**src/rtl/if_fetch_unit.sv**
```systemverilog
`default_nettype none
// +----------------------------------------------------------------------------+
// | if_fetch_unit : in-order instruction fetch with prefetch FIFO and redirect |
// | Rev 1.0                                                                    |
// +----------------------------------------------------------------------------+
module if_fetch_unit #(
  parameter logic [31:0] RESET_PC   = 32'h0000_0000,
  parameter int          FIFO_DEPTH = 2
) (
  input  logic        clk,
  input  logic        reset,
  output logic        imem_req,
  output logic [31:0] imem_addr,
  input  logic        imem_gnt,
  input  logic        imem_rvalid,
  input  logic [31:0] imem_rdata,
  input  logic        redirect,
  input  logic [31:0] redirect_pc,
  input  logic        IFIDWrite,
  output logic [31:0] PC,
  output logic [31:0] Instruct,
  output logic        Stall
);

  localparam int              c_AW      = $clog2(FIFO_DEPTH);
  localparam int              c_CW      = c_AW + 1;
  localparam logic [c_CW-1:0] c_DEPTH   = c_CW'(FIFO_DEPTH);
  localparam logic [c_AW-1:0] c_PTR_ONE = c_AW'(1);
  localparam logic [c_CW-1:0] c_CNT_ONE = c_CW'(1);

  typedef enum logic [1:0] {
    ST_IDLE  = 2'd0,
    ST_FETCH = 2'd1,
    ST_DRAIN = 2'd2
  } state_t;

  state_t          r_state;
  state_t          w_state_next;

  logic [31:0]     r_fetch_pc;
  logic [31:0]     r_deliver_pc;
  logic [31:0]     r_fifo [FIFO_DEPTH];
  logic [c_AW-1:0] r_rd_ptr;
  logic [c_AW-1:0] r_wr_ptr;
  logic [c_CW-1:0] r_count;
  logic [c_CW-1:0] r_inflight;
  logic [c_CW-1:0] r_drop_cnt;

  logic [c_CW-1:0] w_inflight_next;
  logic [c_CW-1:0] w_drop_next;
  logic [c_CW:0]   w_used;
  logic            w_active;
  logic            w_redirect;
  logic            w_issue;
  logic            w_ret;
  logic            w_push;
  logic            w_pop;
  logic [31:0]     w_redirect_pc;
  logic            w_unused;

  assign w_active      = (r_state != ST_IDLE);
  assign w_redirect    = redirect & w_active;
  assign w_redirect_pc = {redirect_pc[31:2], 2'b00};
  assign w_unused      = &{1'b0, redirect_pc[1:0]};
  assign w_used        = {1'b0, r_inflight} + {1'b0, r_count};
  assign w_ret         = imem_rvalid & w_active;
  assign w_issue       = imem_req & imem_gnt;
  assign imem_addr     = r_fetch_pc;

  // Credits cover both outstanding reads and buffered words, so a return can never hit a full FIFO.
  assign w_inflight_next = r_inflight + c_CW'(w_issue) - c_CW'(w_ret);
  assign w_push          = w_ret & (r_state == ST_FETCH) & ~w_redirect;
  assign w_pop           = ~Stall & IFIDWrite & ~w_redirect;

  always_comb begin
    w_drop_next = r_drop_cnt;
    if (w_redirect) begin
      w_drop_next = w_inflight_next;
    end else if ((r_state == ST_DRAIN) && w_ret && (r_drop_cnt != '0)) begin
      w_drop_next = r_drop_cnt - c_CNT_ONE;
    end
  end

  always_comb begin
    w_state_next = r_state;
    imem_req     = 1'b0;
    case (r_state)
      ST_IDLE: begin
        w_state_next = ST_FETCH;
      end
      ST_FETCH: begin
        imem_req = (w_used < {1'b0, c_DEPTH}) & ~w_redirect;
        if (w_redirect && (w_inflight_next != '0)) begin
          w_state_next = ST_DRAIN;
        end
      end
      ST_DRAIN: begin
        if (w_drop_next == '0) begin
          w_state_next = ST_FETCH;
        end
      end
      default: begin
        w_state_next = ST_IDLE;
      end
    endcase
  end

  assign Stall    = (r_count == '0);
  assign Instruct = Stall ? 32'h0 : r_fifo[r_rd_ptr];
  assign PC       = r_deliver_pc;

  always_ff @(posedge clk) begin
    if (reset) begin
      r_state      <= ST_IDLE;
      r_fetch_pc   <= RESET_PC;
      r_deliver_pc <= RESET_PC;
      r_rd_ptr     <= '0;
      r_wr_ptr     <= '0;
      r_count      <= '0;
      r_inflight   <= '0;
      r_drop_cnt   <= '0;
    end else begin
      r_state    <= w_state_next;
      r_inflight <= w_inflight_next;
      r_drop_cnt <= w_drop_next;
      if (w_redirect) begin
        r_fetch_pc   <= w_redirect_pc;
        r_deliver_pc <= w_redirect_pc;
        r_rd_ptr     <= '0;
        r_wr_ptr     <= '0;
        r_count      <= '0;
      end else begin
        if (w_issue) begin
          r_fetch_pc <= r_fetch_pc + 32'd4;
        end
        if (w_push) begin
          r_wr_ptr <= r_wr_ptr + c_PTR_ONE;
        end
        if (w_pop) begin
          r_rd_ptr     <= r_rd_ptr + c_PTR_ONE;
          r_deliver_pc <= r_deliver_pc + 32'd4;
        end
        r_count <= r_count + c_CW'(w_push) - c_CW'(w_pop);
      end
    end
  end

  always_ff @(posedge clk) begin
    if (w_push) begin
      r_fifo[r_wr_ptr] <= imem_rdata;
    end
  end

endmodule
`default_nettype wire

```
**config.mk**
```make
export PLATFORM = sky130hd
export DESIGN_NAME = if_fetch_unit
export DESIGN_NICKNAME = d
export VERILOG_FILES = /design/src/rtl/if_fetch_unit.sv
export SDC_FILE = /design/constraint.sdc
export NUM_CORES = 1
export LEC_CHECK = 0
export BUFFER_PORTS_ARGS = -buffer_cell sky130_fd_sc_hd__buf_4
export CAP_MARGIN = 10
export CORE_UTILIZATION = 30
export DETAILED_ROUTE_END_ITERATION = 12
export PLACE_DENSITY_LB_ADDON = 0.3
export REMOVE_ABC_BUFFERS = 1
export SYNTH_ARGS = -nofsm -noshare
export SYNTH_HDL_FRONTEND = slang
export SYNTH_SLANG_ARGS = --single-unit
export TNS_END_PERCENT = 100
```
**constraint.sdc**
```tcl
create_clock -name clk -period 8.6 [get_ports clk]
set_input_delay 0.43 -clock clk [delete_from_list [all_inputs] [get_ports clk]]
set_output_delay 0.43 -clock clk [all_outputs]
set_load 0.02 [all_outputs]
```
==> results of run 1 <==
==> cell usage after synthesis (15+ instances only) <==
master                     instances
sky130_fd_sc_hd__dfxtp_1          71
sky130_fd_sc_hd__edfxtp_1         64
sky130_fd_sc_hd__mux2i_1          34
sky130_fd_sc_hd__inv_1            15
sky130_fd_sc_hd__clkbuf_1         20
sky130_fd_sc_hd__xnor2_1          34
sky130_fd_sc_hd__xor2_1           23
sky130_fd_sc_hd__o21bai_1         30
sky130_fd_sc_hd__nand2_1          31
sky130_fd_sc_hd__nand3_1          20
sky130_fd_sc_hd__nor3_1           21
sky130_fd_sc_hd__nor2_1           56
sky130_fd_sc_hd__a21oi_1          53
==> critical path, stage by stage, from the launching register on <==
cell and delay (ns):
sky130_fd_sc_hd__dfxtp_1 0.43, sky130_fd_sc_hd__and2_1 0.17, sky130_fd_sc_hd__fa_1 0.43, sky130_fd_sc_hd__nor2_1 0.16, sky130_fd_sc_hd__and2_1 0.16, sky130_fd_sc_hd__nand2_1 0.15
sky130_fd_sc_hd__ha_1 0.31, sky130_fd_sc_hd__inv_1 0.04, sky130_fd_sc_hd__ha_1 0.17, sky130_fd_sc_hd__xnor2_1 0.25, sky130_fd_sc_hd__xor2_1 0.15, sky130_fd_sc_hd__nand2_1 0.09
sky130_fd_sc_hd__nand4b_1 0.13, sky130_fd_sc_hd__and3b_1 0.20
==> sequential cells by signal, indices dropped and copies added (netlist names), named ones only <==
name        count
r_fifo         64
PC             30
imem_addr      30
r_count         2
r_drop_cnt      2
r_inflight      2
r_state         2
r_rd_ptr        1
r_wr_ptr        1
==> power by group <==
part	leakage [uW]	internal, uW	total, uW	switching, uW
logic	0.00154	181	410	230
clock network	0.000289	487	769	282
registers	0.00117	736	814	78.6
total	0.00300	1400	1990	591
==> layout make-up <==
type | count | area, um^2 | area share, %
clock buffer | 18 | 429 | 5.19
clock inverter | 14 | 199 | 2.41
inverter | 15 | 56.3 | 0.681
multi-input combinational | 397 | 2670 | 32.3
sequential | 135 | 3340 | 40.5
tap | 270 | 338 | 4.09
timing repair buffer | 164 | 1230 | 14.9
==> routing by layer <==
| metal | GRT usage [%] | vias to the layer above | wire, um |
|---|---|---|---|
| li1 | - | 2393 | - |
| met1 | 19.2 | 2272 | 7130 |
| met2 | 24.0 | 161 | 7330 |
| met3 | 5.77 | 18 | 1290 |
| met4 | 5.05 | 0 | 213 |
| met5 | 0 | - | 0 |
==> final timing paths <==
check | startpoint | endpoint | slack (ns) | cells after the start
worst max-delay path | r_count[0] | r_state[0] | 5.64 | 13
worst min-delay path | imem_rdata[17] | r_fifo[0][17] | 0.20 | 1
worst max register to register | r_count[0] | r_state[0] | 5.64 | 13
worst min register to register | PC[3] | PC[3] | 0.54 | 2
==> cell families (layout without fill, tap and decap cells) <==
family | count (synthesis) | after routing | synth area share, %
xor+xnor | 57 | 57 | 8.09
mux | 34 | 34 | 5.51
buf+inv | 46 | 211 | 3.20
fa+ha+maj | 8 | 8 | 1.74
other cells | 1 | 4 | 0.0607
simple gates | 185 | 185 | 16.2
compound gates | 109 | 109 | 11.0
flops | 135 | 135 | 54.1
==> per-stage QoR <==
step	util, %	power, uW
after floorplan	-	1050
after global placement	37.7	1240
after detailed placement	37.7	1240
after CTS	40.8	2020
after global routing	40.8	2090
final	40.8	1990
==> impl_metrics.xml, run 1 <==
<?xml version="1.0" encoding="UTF-8"?>
<metrics>
  <group name="outcome">
    <metric name="status" unit="">finished clean</metric>
  </group>
  <group name="route">
    <metric name="vias_after_detailed_routing" unit="">4844</metric>
    <metric name="finalWirelength" unit="mm">16.0</metric>
    <metric name="detail-route-antenna-nets" unit="">0</metric>
    <metric name="routed_wire_length_per_instance" unit="um">15.8</metric>
    <metric name="drc" unit="">0</metric>
    <metric name="vias_per_cell" unit="">4.78</metric>
    <metric name="dr.pass1.iters" unit="">4</metric>
    <metric name="drt_iter0_markers" unit="">223</metric>
  </group>
  <group name="clock_network">
    <metric name="tritoncts_clock_tree" unit="">built</metric>
    <metric name="htree_levels" unit="">4</metric>
    <metric name="clk-insertion-delay-late" unit="ns">0.42</metric>
    <metric name="cts_buffer_depth" unit="">2</metric>
    <metric name="cts_repair_resize_count" unit="">0</metric>
    <metric name="clk_tree_root_cell" unit="">sky130_fd_sc_hd__clkbuf_16</metric>
    <metric name="postCtsSetupRepairBufs" unit="">0</metric>
    <metric name="cts-buffers-inserted" unit="">17</metric>
    <metric name="postCtsHoldBufs" unit="">0</metric>
    <metric name="cts.reportedPaths.clkPinSlew" unit="ns">0.06</metric>
    <metric name="numClockSinks" unit="">135</metric>
  </group>
  <group name="grt">
    <metric name="grt_antenna_before_repair" unit="">0</metric>
    <metric name="grt_first_pass_wirelength" unit="mm">25.0</metric>
    <metric name="maximum_number_of_pins_on_one_net_before_global_route_repair" unit="">87</metric>
    <metric name="grt_pass1_vias" unit="">4583</metric>
    <metric name="grt_use_total" unit="%">15.2</metric>
    <metric name="global_route.overflow_total" unit="">0</metric>
  </group>
  <group name="finish">
    <metric name="post-route-cell-area" unit="mm^2">0.00826</metric>
    <metric name="antenna_cells" unit="">0</metric>
    <metric name="num-nets-final" unit="">808</metric>
    <metric name="final_cells" unit="">1013</metric>
    <metric name="area.growth.synth_to_final" unit="%">33.8</metric>
    <metric name="fill_cells" unit="">1976</metric>
    <metric name="final_common_cell" unit="">sky130_fd_sc_hd__buf_4</metric>
    <metric name="highest_count_cells_in_the_layout_ignoring_fill_and_taps" unit="">sky130_fd_sc_hd__buf_4, sky130_fd_sc_hd__dfxtp_1, sky130_fd_sc_hd__edfxtp_1</metric>
    <metric name="drive_above_1_share" unit="%">28.3</metric>
  </group>
  <group name="setup_path">
    <metric name="cp_max_fo" unit="">5</metric>
    <metric name="critPathArrivalTime" unit="ns">3.27</metric>
    <metric name="start_kind" unit="">flop</metric>
    <metric name="critical_path_required" unit="ns">8.91</metric>
    <metric name="worstSetupEndpointType" unit="">flop</metric>
    <metric name="worst_path_class_setup" unit="">flop to flop</metric>
  </group>
  <group name="min_path">
    <metric name="hold_path_class" unit="">primary input to flop</metric>
  </group>
  <group name="logic_synthesis">
    <metric name="syn_avg_cell_area" unit="um^2">10.7</metric>
    <metric name="synth_flop_cell" unit="">sky130_fd_sc_hd__dfxtp_1</metric>
    <metric name="post_synth_inst_count" unit="">575</metric>
    <metric name="synth_largest_area_cell" unit="">sky130_fd_sc_hd__edfxtp_1</metric>
    <metric name="post_synthesis_async_set_or_reset_flop_share" unit="%">0</metric>
    <metric name="yosys.area.top_type_share" unit="%">31.1</metric>
    <metric name="synth_area_leaders" unit="">sky130_fd_sc_hd__edfxtp_1, sky130_fd_sc_hd__dfxtp_1, sky130_fd_sc_hd__mux2i_1, sky130_fd_sc_hd__xnor2_1, sky130_fd_sc_hd__a21oi_1</metric>
    <metric name="synth.cell_area" unit="mm^2">0.00617</metric>
    <metric name="synth_enable_flop_cells" unit="">64</metric>
    <metric name="synth_seq_area_share" unit="%">54.1</metric>
    <metric name="synth_warnings" unit="">0</metric>
    <metric name="synth.distinct_cells" unit="">51</metric>
    <metric name="postSynthRegisterBits" unit="">135</metric>
  </group>
  <group name="floorplanning">
    <metric name="boundaryPins" unit="">168</metric>
    <metric name="core.rowCount" unit="">52</metric>
    <metric name="die-width" unit="um">145</metric>
    <metric name="floorplan.initialDensity" unit="%">30.5</metric>
    <metric name="die_h" unit="um">145</metric>
    <metric name="coreArea" unit="mm^2">0.0202</metric>
    <metric name="die_footprint" unit="mm^2">0.0212</metric>
  </group>
  <group name="sta">
    <metric name="min_period_over_period" unit="%">34.5</metric>
    <metric name="worst_slew_pin_slew" unit="ns">1.05</metric>
    <metric name="timing.setup.tns" unit="ns">0</metric>
    <metric name="rsz0062_at_grt" unit="">no</metric>
    <metric name="final-max-slew-violation-count" unit="">0</metric>
    <metric name="fmax" unit="GHz">0.338</metric>
    <metric name="timing.final.ws_setup" unit="ns">5.64</metric>
    <metric name="setup_viol" unit="">0</metric>
    <metric name="whs" unit="ns">0.196</metric>
    <metric name="final-hold-violation-count" unit="">0</metric>
    <metric name="slew_headroom" unit="%">30.1</metric>
    <metric name="largest_clock_skew_in_the_final_design" unit="ns">0.00937</metric>
    <metric name="final.min_clock_period" unit="ns">2.96</metric>
  </group>
  <group name="placed_design">
    <metric name="post_dp_hpwl" unit="mm">11.2</metric>
    <metric name="gp_congestion" unit="">0.798</metric>
    <metric name="dp.cells" unit="">981</metric>
    <metric name="postPlaceCellArea" unit="mm^2">0.00764</metric>
    <metric name="post-place-ws" unit="ns">5.65</metric>
    <metric name="buffer_ports.inserted" unit="">161</metric>
  </group>
  <group name="pwr">
    <metric name="vdd_ir_drop_max" unit="uV">155</metric>
    <metric name="cellPowerDensity" unit="mW/mm^2">241</metric>
    <metric name="leakagePower" unit="uW">0.00300</metric>
  </group>
  <group name="flow_run">
    <metric name="maxCapViolCount" unit="">0</metric>
  </group>
</metrics>
Power figures use the tool's default switching activity.
==> run 2, diff against run 1 <==
Settings changed: ABC_AREA set to 1.
Clock period 8.6 ns to 2.8 ns, I/O delays scaled along.
==> run 2 against run 1 <==
Effect of this change:
- power increased to 2.9 times the previous value
- synthesized cell count increased by 70%
- setup slack got worse by 5.4 ns
- worst hold slack got worse by 0.17 ns
- cell count increased by 48%
- final area increased by 18%
- clock power increased to 2.7 times the previous value
- critical path type unchanged
- highest routed layer unchanged
==> impl_metrics.xml, run 2 <==
<?xml version="1.0" encoding="UTF-8"?>
<metrics>
  <group name="logic_synthesis">
    <metric name="synth_flop_cell" unit="">sky130_fd_sc_hd__dfxtp_1</metric>
    <metric name="synth_seq_area_share" unit="%">45.2</metric>
    <metric name="synth.cell_area" unit="mm^2">0.00740</metric>
    <metric name="synth_largest_area_cell" unit="">sky130_fd_sc_hd__edfxtp_1</metric>
    <metric name="post_synth_inst_count" unit="">979</metric>
    <metric name="synth.distinct_cells" unit="">47</metric>
    <metric name="syn_avg_cell_area" unit="um^2">7.56</metric>
    <metric name="synthTopCellsByCount" unit="">sky130_fd_sc_hd__nand2_1, sky130_fd_sc_hd__a21oi_1, sky130_fd_sc_hd__nor2_1, sky130_fd_sc_hd__inv_1, sky130_fd_sc_hd__dfxtp_1</metric>
    <metric name="yosys.area.top_type_share" unit="%">26.0</metric>
    <metric name="synth_enable_flop_cells" unit="">64</metric>
    <metric name="synth_warnings" unit="">0</metric>
    <metric name="postSynthRegisterBits" unit="">135</metric>
    <metric name="post_synthesis_async_set_or_reset_flop_share" unit="%">0</metric>
    <metric name="synth_area_leaders" unit="">sky130_fd_sc_hd__edfxtp_1, sky130_fd_sc_hd__dfxtp_1, sky130_fd_sc_hd__nand2_1, sky130_fd_sc_hd__a21oi_1, sky130_fd_sc_hd__nor2_1</metric>
    <metric name="synth_most_common_cell" unit="">sky130_fd_sc_hd__nand2_1</metric>
  </group>
  <group name="sta">
    <metric name="largest_clock_skew_in_the_final_design" unit="ns">0.00842</metric>
    <metric name="setup_viol" unit="">0</metric>
    <metric name="timing.final.ws_setup" unit="ns">0.235</metric>
    <metric name="min_period_over_period" unit="%">91.6</metric>
    <metric name="final.min_clock_period" unit="ns">2.57</metric>
    <metric name="fmax" unit="GHz">0.390</metric>
    <metric name="rsz0062_at_grt" unit="">no</metric>
    <metric name="final-hold-violation-count" unit="">0</metric>
    <metric name="final-max-slew-violation-count" unit="">0</metric>
    <metric name="timing.setup.tns" unit="ns">0</metric>
  </group>
  <group name="clock_network">
    <metric name="cts_buffer_depth" unit="">2</metric>
    <metric name="cts-buffers-inserted" unit="">17</metric>
    <metric name="htree_levels" unit="">4</metric>
    <metric name="tritoncts_clock_tree" unit="">built</metric>
    <metric name="numClockSinks" unit="">135</metric>
    <metric name="clk_tree_root_cell" unit="">sky130_fd_sc_hd__clkbuf_16</metric>
    <metric name="cts.reportedPaths.clkPinSlew" unit="ns">0.06</metric>
    <metric name="postCtsSetupRepairBufs" unit="">0</metric>
    <metric name="clk-insertion-delay-late" unit="ns">0.42</metric>
  </group>
  <group name="setup_path">
    <metric name="timing.rr.end" unit="">r_state[0]</metric>
    <metric name="r2r_cells" unit="">17</metric>
    <metric name="worst_path_class_setup" unit="">flop to flop</metric>
    <metric name="critPathArrivalTime" unit="ns">2.91</metric>
    <metric name="reg2reg_slack" unit="ns">0.23</metric>
    <metric name="crit-reg2reg-launch" unit="">r_count[0]</metric>
    <metric name="cp_max_fo" unit="">3</metric>
    <metric name="start_kind" unit="">flop</metric>
    <metric name="critical_path_required" unit="ns">3.14</metric>
    <metric name="worstSetupEndpointType" unit="">flop</metric>
  </group>
  <group name="grt">
    <metric name="grt_use_total" unit="%">18.3</metric>
    <metric name="grt_pass1_vias" unit="">6644</metric>
    <metric name="global_routing_met3_resource_utilization" unit="%">2.79</metric>
    <metric name="global_route.overflow_total" unit="">0</metric>
    <metric name="grt_antenna_before_repair" unit="">0</metric>
    <metric name="grt_first_pass_wirelength" unit="mm">36.5</metric>
    <metric name="maximum_number_of_pins_on_one_net_before_global_route_repair" unit="">46</metric>
    <metric name="gr-usage-met1" unit="%">25.1</metric>
    <metric name="globalRoute.busiestLayer" unit="">met2</metric>
    <metric name="globalRouteMet2Util" unit="%">29.3</metric>
  </group>
  <group name="finish">
    <metric name="highest_count_cells_in_the_layout_ignoring_fill_and_taps" unit="">sky130_fd_sc_hd__nand2_1, sky130_fd_sc_hd__buf_4, sky130_fd_sc_hd__a21oi_1</metric>
    <metric name="final_common_cell" unit="">sky130_fd_sc_hd__nand2_1</metric>
    <metric name="largest_register" unit="">r_fifo</metric>
    <metric name="largest_reg_flops" unit="">64</metric>
    <metric name="area.growth.synth_to_final" unit="%">32.2</metric>
    <metric name="drive_above_1_share" unit="%">21.2</metric>
    <metric name="num-nets-final" unit="">1243</metric>
    <metric name="antenna_cells" unit="">0</metric>
    <metric name="fill_cells" unit="">2518</metric>
    <metric name="final_cells" unit="">1502</metric>
  </group>
  <group name="route">
    <metric name="routed_wire_length_per_instance" unit="um">15.4</metric>
    <metric name="drt_iter0_markers" unit="">466</metric>
    <metric name="vias_after_detailed_routing" unit="">7205</metric>
    <metric name="detail-route-antenna-nets" unit="">0</metric>
    <metric name="vias_per_cell" unit="">4.80</metric>
    <metric name="drc" unit="">0</metric>
    <metric name="finalWirelength" unit="mm">23.2</metric>
    <metric name="dr.pass1.iters" unit="">5</metric>
  </group>
  <group name="floorplanning">
    <metric name="die-width" unit="um">159</metric>
    <metric name="boundaryPins" unit="">168</metric>
    <metric name="floorplan.initialDensity" unit="%">30.5</metric>
    <metric name="core.rowCount" unit="">57</metric>
    <metric name="die_h" unit="um">159</metric>
    <metric name="die_footprint" unit="mm^2">0.0253</metric>
    <metric name="coreArea" unit="mm^2">0.0242</metric>
  </group>
  <group name="outcome">
    <metric name="status" unit="">finished clean</metric>
  </group>
  <group name="min_path">
    <metric name="whs_endpoint" unit="">imem_addr[2]</metric>
    <metric name="hold_path_start" unit="">redirect_pc[2]</metric>
    <metric name="holdPathStages" unit="">3</metric>
    <metric name="hold_path_class" unit="">primary input to flop</metric>
  </group>
  <group name="pwr">
    <metric name="cellPowerDensity" unit="mW/mm^2">591</metric>
    <metric name="vdd_ir_drop_max" unit="uV">242</metric>
    <metric name="leakagePower" unit="uW">0.00408</metric>
  </group>
  <group name="placed_design">
    <metric name="post_dp_hpwl" unit="mm">16.6</metric>
    <metric name="post-place-ws" unit="ns">0.186</metric>
    <metric name="dp.cells" unit="">1438</metric>
    <metric name="buffer_ports.inserted" unit="">161</metric>
    <metric name="gp_congestion" unit="">0.903</metric>
  </group>
  <group name="flow_run">
    <metric name="maxCapViolCount" unit="">0</metric>
  </group>
</metrics>
[run 2: cell count changes after synthesis, moves of 31 or more]
cell and delta:
sky130_fd_sc_hd__a21oi_1 +36, sky130_fd_sc_hd__inv_1 +69, sky130_fd_sc_hd__mux2i_1 -34, sky130_fd_sc_hd__nand2_1 +268
sky130_fd_sc_hd__o21ai_0 +56, sky130_fd_sc_hd__xnor2_1 -31
[run 2: critical path, cell delays in order (launching register included)]
cell and delay [ns]:
sky130_fd_sc_hd__dfxtp_1 0.36, sky130_fd_sc_hd__nand2_1 0.07, sky130_fd_sc_hd__inv_1 0.07, sky130_fd_sc_hd__fa_1 0.44
sky130_fd_sc_hd__nor2_2 0.21, sky130_fd_sc_hd__nand4_4 0.12, sky130_fd_sc_hd__ha_1 0.28, sky130_fd_sc_hd__inv_1 0.04
sky130_fd_sc_hd__ha_1 0.18, sky130_fd_sc_hd__inv_1 0.05, sky130_fd_sc_hd__nand2_1 0.05, sky130_fd_sc_hd__nand2_1 0.07
sky130_fd_sc_hd__nand2_1 0.06, sky130_fd_sc_hd__nand3_1 0.11, sky130_fd_sc_hd__nand2_1 0.08, sky130_fd_sc_hd__o21ai_2 0.13
sky130_fd_sc_hd__nand2_1 0.07, sky130_fd_sc_hd__a21oi_1 0.11
[run 2: kinds of logic (layout without fill, tap and decap cells)]
kind of cell / count (synthesis) / after routing / share of synthesized area [%]
buffers and inverters: 132 / 328 / 7.61
XOR/XNOR: 11 / 11 / 1.30
flip-flops: 135 / 135 / 45.2
other: 1 / 4 / 0.0507
adder cells (fa/ha/maj): 8 / 8 / 1.45
AO/OA/AOI/OAI: 180 / 180 / 12.9
AND/OR/NAND/NOR: 512 / 512 / 31.5
[run 2: what timing repair did]
action	4_1_cts	5_1_grt
resized for setup	0	2
endpoints found under the hold margin	64	0
hold buffers	32	0
setup endpoints to repair	0	2
[run 2: report_power, final]
group | internal [uW] | total [uW] | switching [uW]
sequential | 2210 | 2400 | 193
combinational | 487 | 1270 | 781
clock | 1220 | 2110 | 886
[run 2: worst max path at each step]
stage	startpoint	to	slack (ns)	depth (start not counted)
3_5_place_dp	r_count[0]	r_state[0]	0.19	17
3_3_place_gp	r_count[0]	r_state[0]	0.24	17
6_report	r_count[0]	r_state[0]	0.23	17
2_1_floorplan	r_count[1]	r_count[1]	0.16	10
5_1_grt	r_count[0]	r_state[0]	0.03	17
4_1_cts	r_count[0]	r_state[0]	0.17	17
[run 2: layer usage]
layer | vias to the layer above | share of wire, %
met4 | 0 | 1.9
met2 | 267 | 46
li1 | 3621 | -
met3 | 27 | 5.8
met5 | - | 0
met1 | 3290 | 47
[run 2: layout make-up]
class / count / area [um^2] / area share [%]
Clock buffer: 17 / 425 / 4.35
Sequential cell: 135 / 3340 / 34.2
Tap cell: 324 / 405 / 4.14
Timing Repair Buffer: 203 / 1600 / 16.4
Clock inverter: 15 / 130 / 1.33
Multi-Input combinational cell: 715 / 3520 / 35.9
Inverter: 93 / 357 / 3.65
[run 2: stage by stage]
step	power (uW)	util, %	hold WS (ns)	instance area [um^2]
global placement	3650	36.7	0.325	8900
detailed placement	3670	36.7	0.328	8900
CTS	5830	40.3	0.00291	9770
floorplan	3100	-	0.202	7200
global route	6050	40.3	0.0200	9780
finish	5780	40.3	0.0234	9780
==> run 3, diff against run 2 <==
Settings changed: CORE_ASPECT_RATIO set to 0.5, CORE_UTILIZATION 30 to 56, CTS_BUF_LIST set to sky130_fd_sc_hd__clkbuf_4.
==> run 3 against run 2 <==
Effect of this change:
- sequential power hardly changed
- routed wire length down 1.0%
- count of clock-buffer cells in the layout did not move
- via count rose by 7.5%
- utilization up 35 points
- register-to-register slack got worse by 0.096 ns
- clock skew is 0.016 ns higher
- largest cell class unchanged
- critical path depth is 5 lower
- cell count down 8.2%
- first-iteration DRC count up 59%
- critical path type unchanged
- final area shrank 1.8%
- clock power fell by 40%
==> impl_metrics.xml, run 3 (same netlist as run 2, synthesis figures left out) <==
<?xml version="1.0" encoding="UTF-8"?>
<metrics>
  <group name="outcome">
    <metric name="status" unit="">finished clean</metric>
  </group>
  <group name="sta">
    <metric name="fmax" unit="GHz">0.376</metric>
    <metric name="final-max-slew-violation-count" unit="">0</metric>
    <metric name="setup_viol" unit="">0</metric>
    <metric name="timing.setup.tns" unit="ns">0</metric>
    <metric name="min_period_over_period" unit="%">95.0</metric>
    <metric name="largest_clock_skew_in_the_final_design" unit="ns">0.0243</metric>
    <metric name="worst_slew_pin_slew" unit="ns">0.546</metric>
    <metric name="final.min_clock_period" unit="ns">2.66</metric>
    <metric name="slew_headroom" unit="%">63.6</metric>
    <metric name="final-hold-violation-count" unit="">0</metric>
  </group>
  <group name="finish">
    <metric name="largest_register" unit="">r_fifo</metric>
    <metric name="final_common_cell" unit="">sky130_fd_sc_hd__nand2_1</metric>
    <metric name="area.growth.synth_to_final" unit="%">29.8</metric>
    <metric name="highest_count_cells_in_the_layout_ignoring_fill_and_taps" unit="">sky130_fd_sc_hd__nand2_1, sky130_fd_sc_hd__buf_4, sky130_fd_sc_hd__a21oi_1</metric>
    <metric name="fill_cells" unit="">920</metric>
    <metric name="finalCoreUtilization" unit="%">75.2</metric>
    <metric name="num-nets-final" unit="">1273</metric>
    <metric name="largest_reg_flops" unit="">64</metric>
    <metric name="drive_above_1_share" unit="%">20.6</metric>
  </group>
  <group name="pwr">
    <metric name="sequentialPowerShare" unit="%">48.2</metric>
    <metric name="cellPowerDensity" unit="mW/mm^2">516</metric>
    <metric name="switching_share" unit="%">37.3</metric>
    <metric name="leakagePower" unit="uW">0.00408</metric>
    <metric name="part_of_the_power_in_combinational_logic" unit="%">26.4</metric>
    <metric name="clockPowerShare" unit="%">25.3</metric>
    <metric name="switching_power" unit="uW">1850</metric>
    <metric name="internal_power" unit="uW">3110</metric>
    <metric name="vdd_ir_drop_max" unit="uV">338</metric>
  </group>
  <group name="route">
    <metric name="dr.pass1.iters" unit="">6</metric>
    <metric name="drc" unit="">0</metric>
    <metric name="routed_wire_length_per_instance" unit="um">16.6</metric>
    <metric name="drt_iter0_markers" unit="">740</metric>
    <metric name="vias_per_cell" unit="">5.62</metric>
    <metric name="finalWirelength" unit="mm">22.9</metric>
    <metric name="vias_after_detailed_routing" unit="">7745</metric>
    <metric name="detail-route-antenna-nets" unit="">0</metric>
  </group>
  <group name="grt">
    <metric name="global_routing_met3_resource_utilization" unit="%">8.14</metric>
    <metric name="grt_pass1_vias" unit="">7265</metric>
    <metric name="maximum_number_of_pins_on_one_net_before_global_route_repair" unit="">56</metric>
    <metric name="grt_antenna_before_repair" unit="">1</metric>
    <metric name="grt_first_pass_wirelength" unit="mm">35.7</metric>
    <metric name="gr-usage-met1" unit="%">42.5</metric>
    <metric name="global_route.overflow_total" unit="">0</metric>
    <metric name="grt_use_total" unit="%">33.4</metric>
    <metric name="globalRoute.busiestLayer" unit="">met2</metric>
    <metric name="globalRouteMet2Util" unit="%">55.5</metric>
  </group>
  <group name="floorplanning">
    <metric name="die_footprint" unit="mm^2">0.0137</metric>
    <metric name="core.rowCount" unit="">29</metric>
    <metric name="floorplan.initialDensity" unit="%">57.9</metric>
    <metric name="coreArea" unit="mm^2">0.0128</metric>
    <metric name="die_h" unit="um">83.3</metric>
    <metric name="boundaryPins" unit="">168</metric>
    <metric name="die-width" unit="um">165</metric>
  </group>
  <group name="setup_path">
    <metric name="cp_max_fo" unit="">34</metric>
    <metric name="critical_path_required" unit="ns">3.30</metric>
    <metric name="start_kind" unit="">flop</metric>
    <metric name="critPathArrivalTime" unit="ns">3.16</metric>
    <metric name="worst_path_class_setup" unit="">flop to flop</metric>
    <metric name="reg2reg_slack" unit="ns">0.14</metric>
    <metric name="worstSetupEndpointType" unit="">flop</metric>
  </group>
  <group name="clock_network">
    <metric name="clk_tree_root_cell" unit="">sky130_fd_sc_hd__clkbuf_4</metric>
    <metric name="numClockSinks" unit="">135</metric>
    <metric name="cts_buffer_depth" unit="">2</metric>
    <metric name="tritoncts_clock_tree" unit="">built</metric>
    <metric name="cts.reportedPaths.clkPinSlew" unit="ns">0.14</metric>
    <metric name="clk-insertion-delay-late" unit="ns">0.54</metric>
    <metric name="htree_levels" unit="">4</metric>
    <metric name="cts-buffers-inserted" unit="">17</metric>
  </group>
  <group name="min_path">
    <metric name="hold_path_class" unit="">primary input to flop</metric>
  </group>
  <group name="placed_design">
    <metric name="post_dp_hpwl" unit="mm">15.0</metric>
    <metric name="buffer_ports.inserted" unit="">161</metric>
    <metric name="gp_congestion" unit="">0.940</metric>
  </group>
  <group name="flow_run">
    <metric name="maxCapViolCount" unit="">0</metric>
  </group>
</metrics>
==> run 3: power groups by stage <==
stage	logic (uW)	registers (uW)	clock network, uW
after CTS	1280	2380	1260
after global routing	1420	2410	1360
final	1310	2390	1260
after detailed placement	1200	2430	0
after global placement	1170	2420	0
after floorplan	591	2510	0
==> run 3: stage by stage <==
| stage | setup slack (ns) | power [uW] | instances | hold WS (ns) | cell area [um^2] |
|---|---|---|---|---|---|
| 6_report | 0.139 | 4960 | 1379 | 0.0573 | 9610 |
| 3_5_place_dp | 0.220 | 3620 | 1283 | 0.327 | 8700 |
| 4_1_cts | 0.0481 | 4920 | 1378 | 0.00314 | 9590 |
| 2_1_floorplan | 0.161 | 3100 | 943 | 0.202 | 7200 |
| 3_3_place_gp | 0.317 | 3590 | 1283 | 0.325 | 8700 |
| 5_1_grt | -0.00577 | 5180 | 1379 | 0.0101 | 9610 |
==> run 3: layout make-up <==
class                   count  area (um^2)  share of cell area, %
multi-input cells         715         3520                   36.7
flip-flops and latches    135         3340                   34.8
repair buffers            233         1910                   19.8
inverters                  93          360                   3.75
well taps                 170          213                   2.21
clock inverters            15          133                   1.38
clock buffers              17          128                   1.33
diodes                      1         2.50                 0.0260
==> run 3: routing by layer <==
| metal | part of all wire (%) | vias to the layer above |
|---|---|---|
| met5 | 0 | - |
| met4 | 2.7 | 0 |
| met3 | 11 | 59 |
| met2 | 46 | 421 |
| met1 | 40 | 3595 |
| li1 | - | 3670 |
==> run 3: final timing paths <==
| check | startpoint | to | cells after the start |
|---|---|---|---|
| worst min register to register | r_rd_ptr | r_rd_ptr | 2 |
| worst max-delay path | r_count[0] | imem_addr[20] | 12 |
| worst max register to register | r_count[0] | imem_addr[20] | 12 |
| worst min-delay path | redirect_pc[19] | PC[19] | 5 |
==> run 3: what timing repair did <==
| action | 4_1_cts | 5_1_grt |
|---|---|---|
| endpoints found under the hold margin | 124 | 0 |
| setup endpoints to repair | 0 | 2 |
| setup buffers | 0 | 0 |
| gates resized for setup | 0 | 3 |
| hold buffers | 63 | 0 |
==> run 3: critical path, cell delays in order, from the launching register on <==
cell                            delay (ns)
sky130_fd_sc_hd__dfxtp_1              0.40
sky130_fd_sc_hd__nand2_1              0.07
sky130_fd_sc_hd__inv_1                0.06
sky130_fd_sc_hd__fa_1                 0.43
sky130_fd_sc_hd__nor2_2               0.20
sky130_fd_sc_hd__nand4_4              0.11
sky130_fd_sc_hd__buf_4                0.21
sky130_fd_sc_hd__nand2_8              0.19
sky130_fd_sc_hd__nand3_1              0.12
sky130_fd_sc_hd__nor2_1               0.11
sky130_fd_sc_hd__nor2_1               0.05
sky130_fd_sc_hd__a21oi_2              0.10
sky130_fd_sc_hd__dlygate4sd3_1        0.54
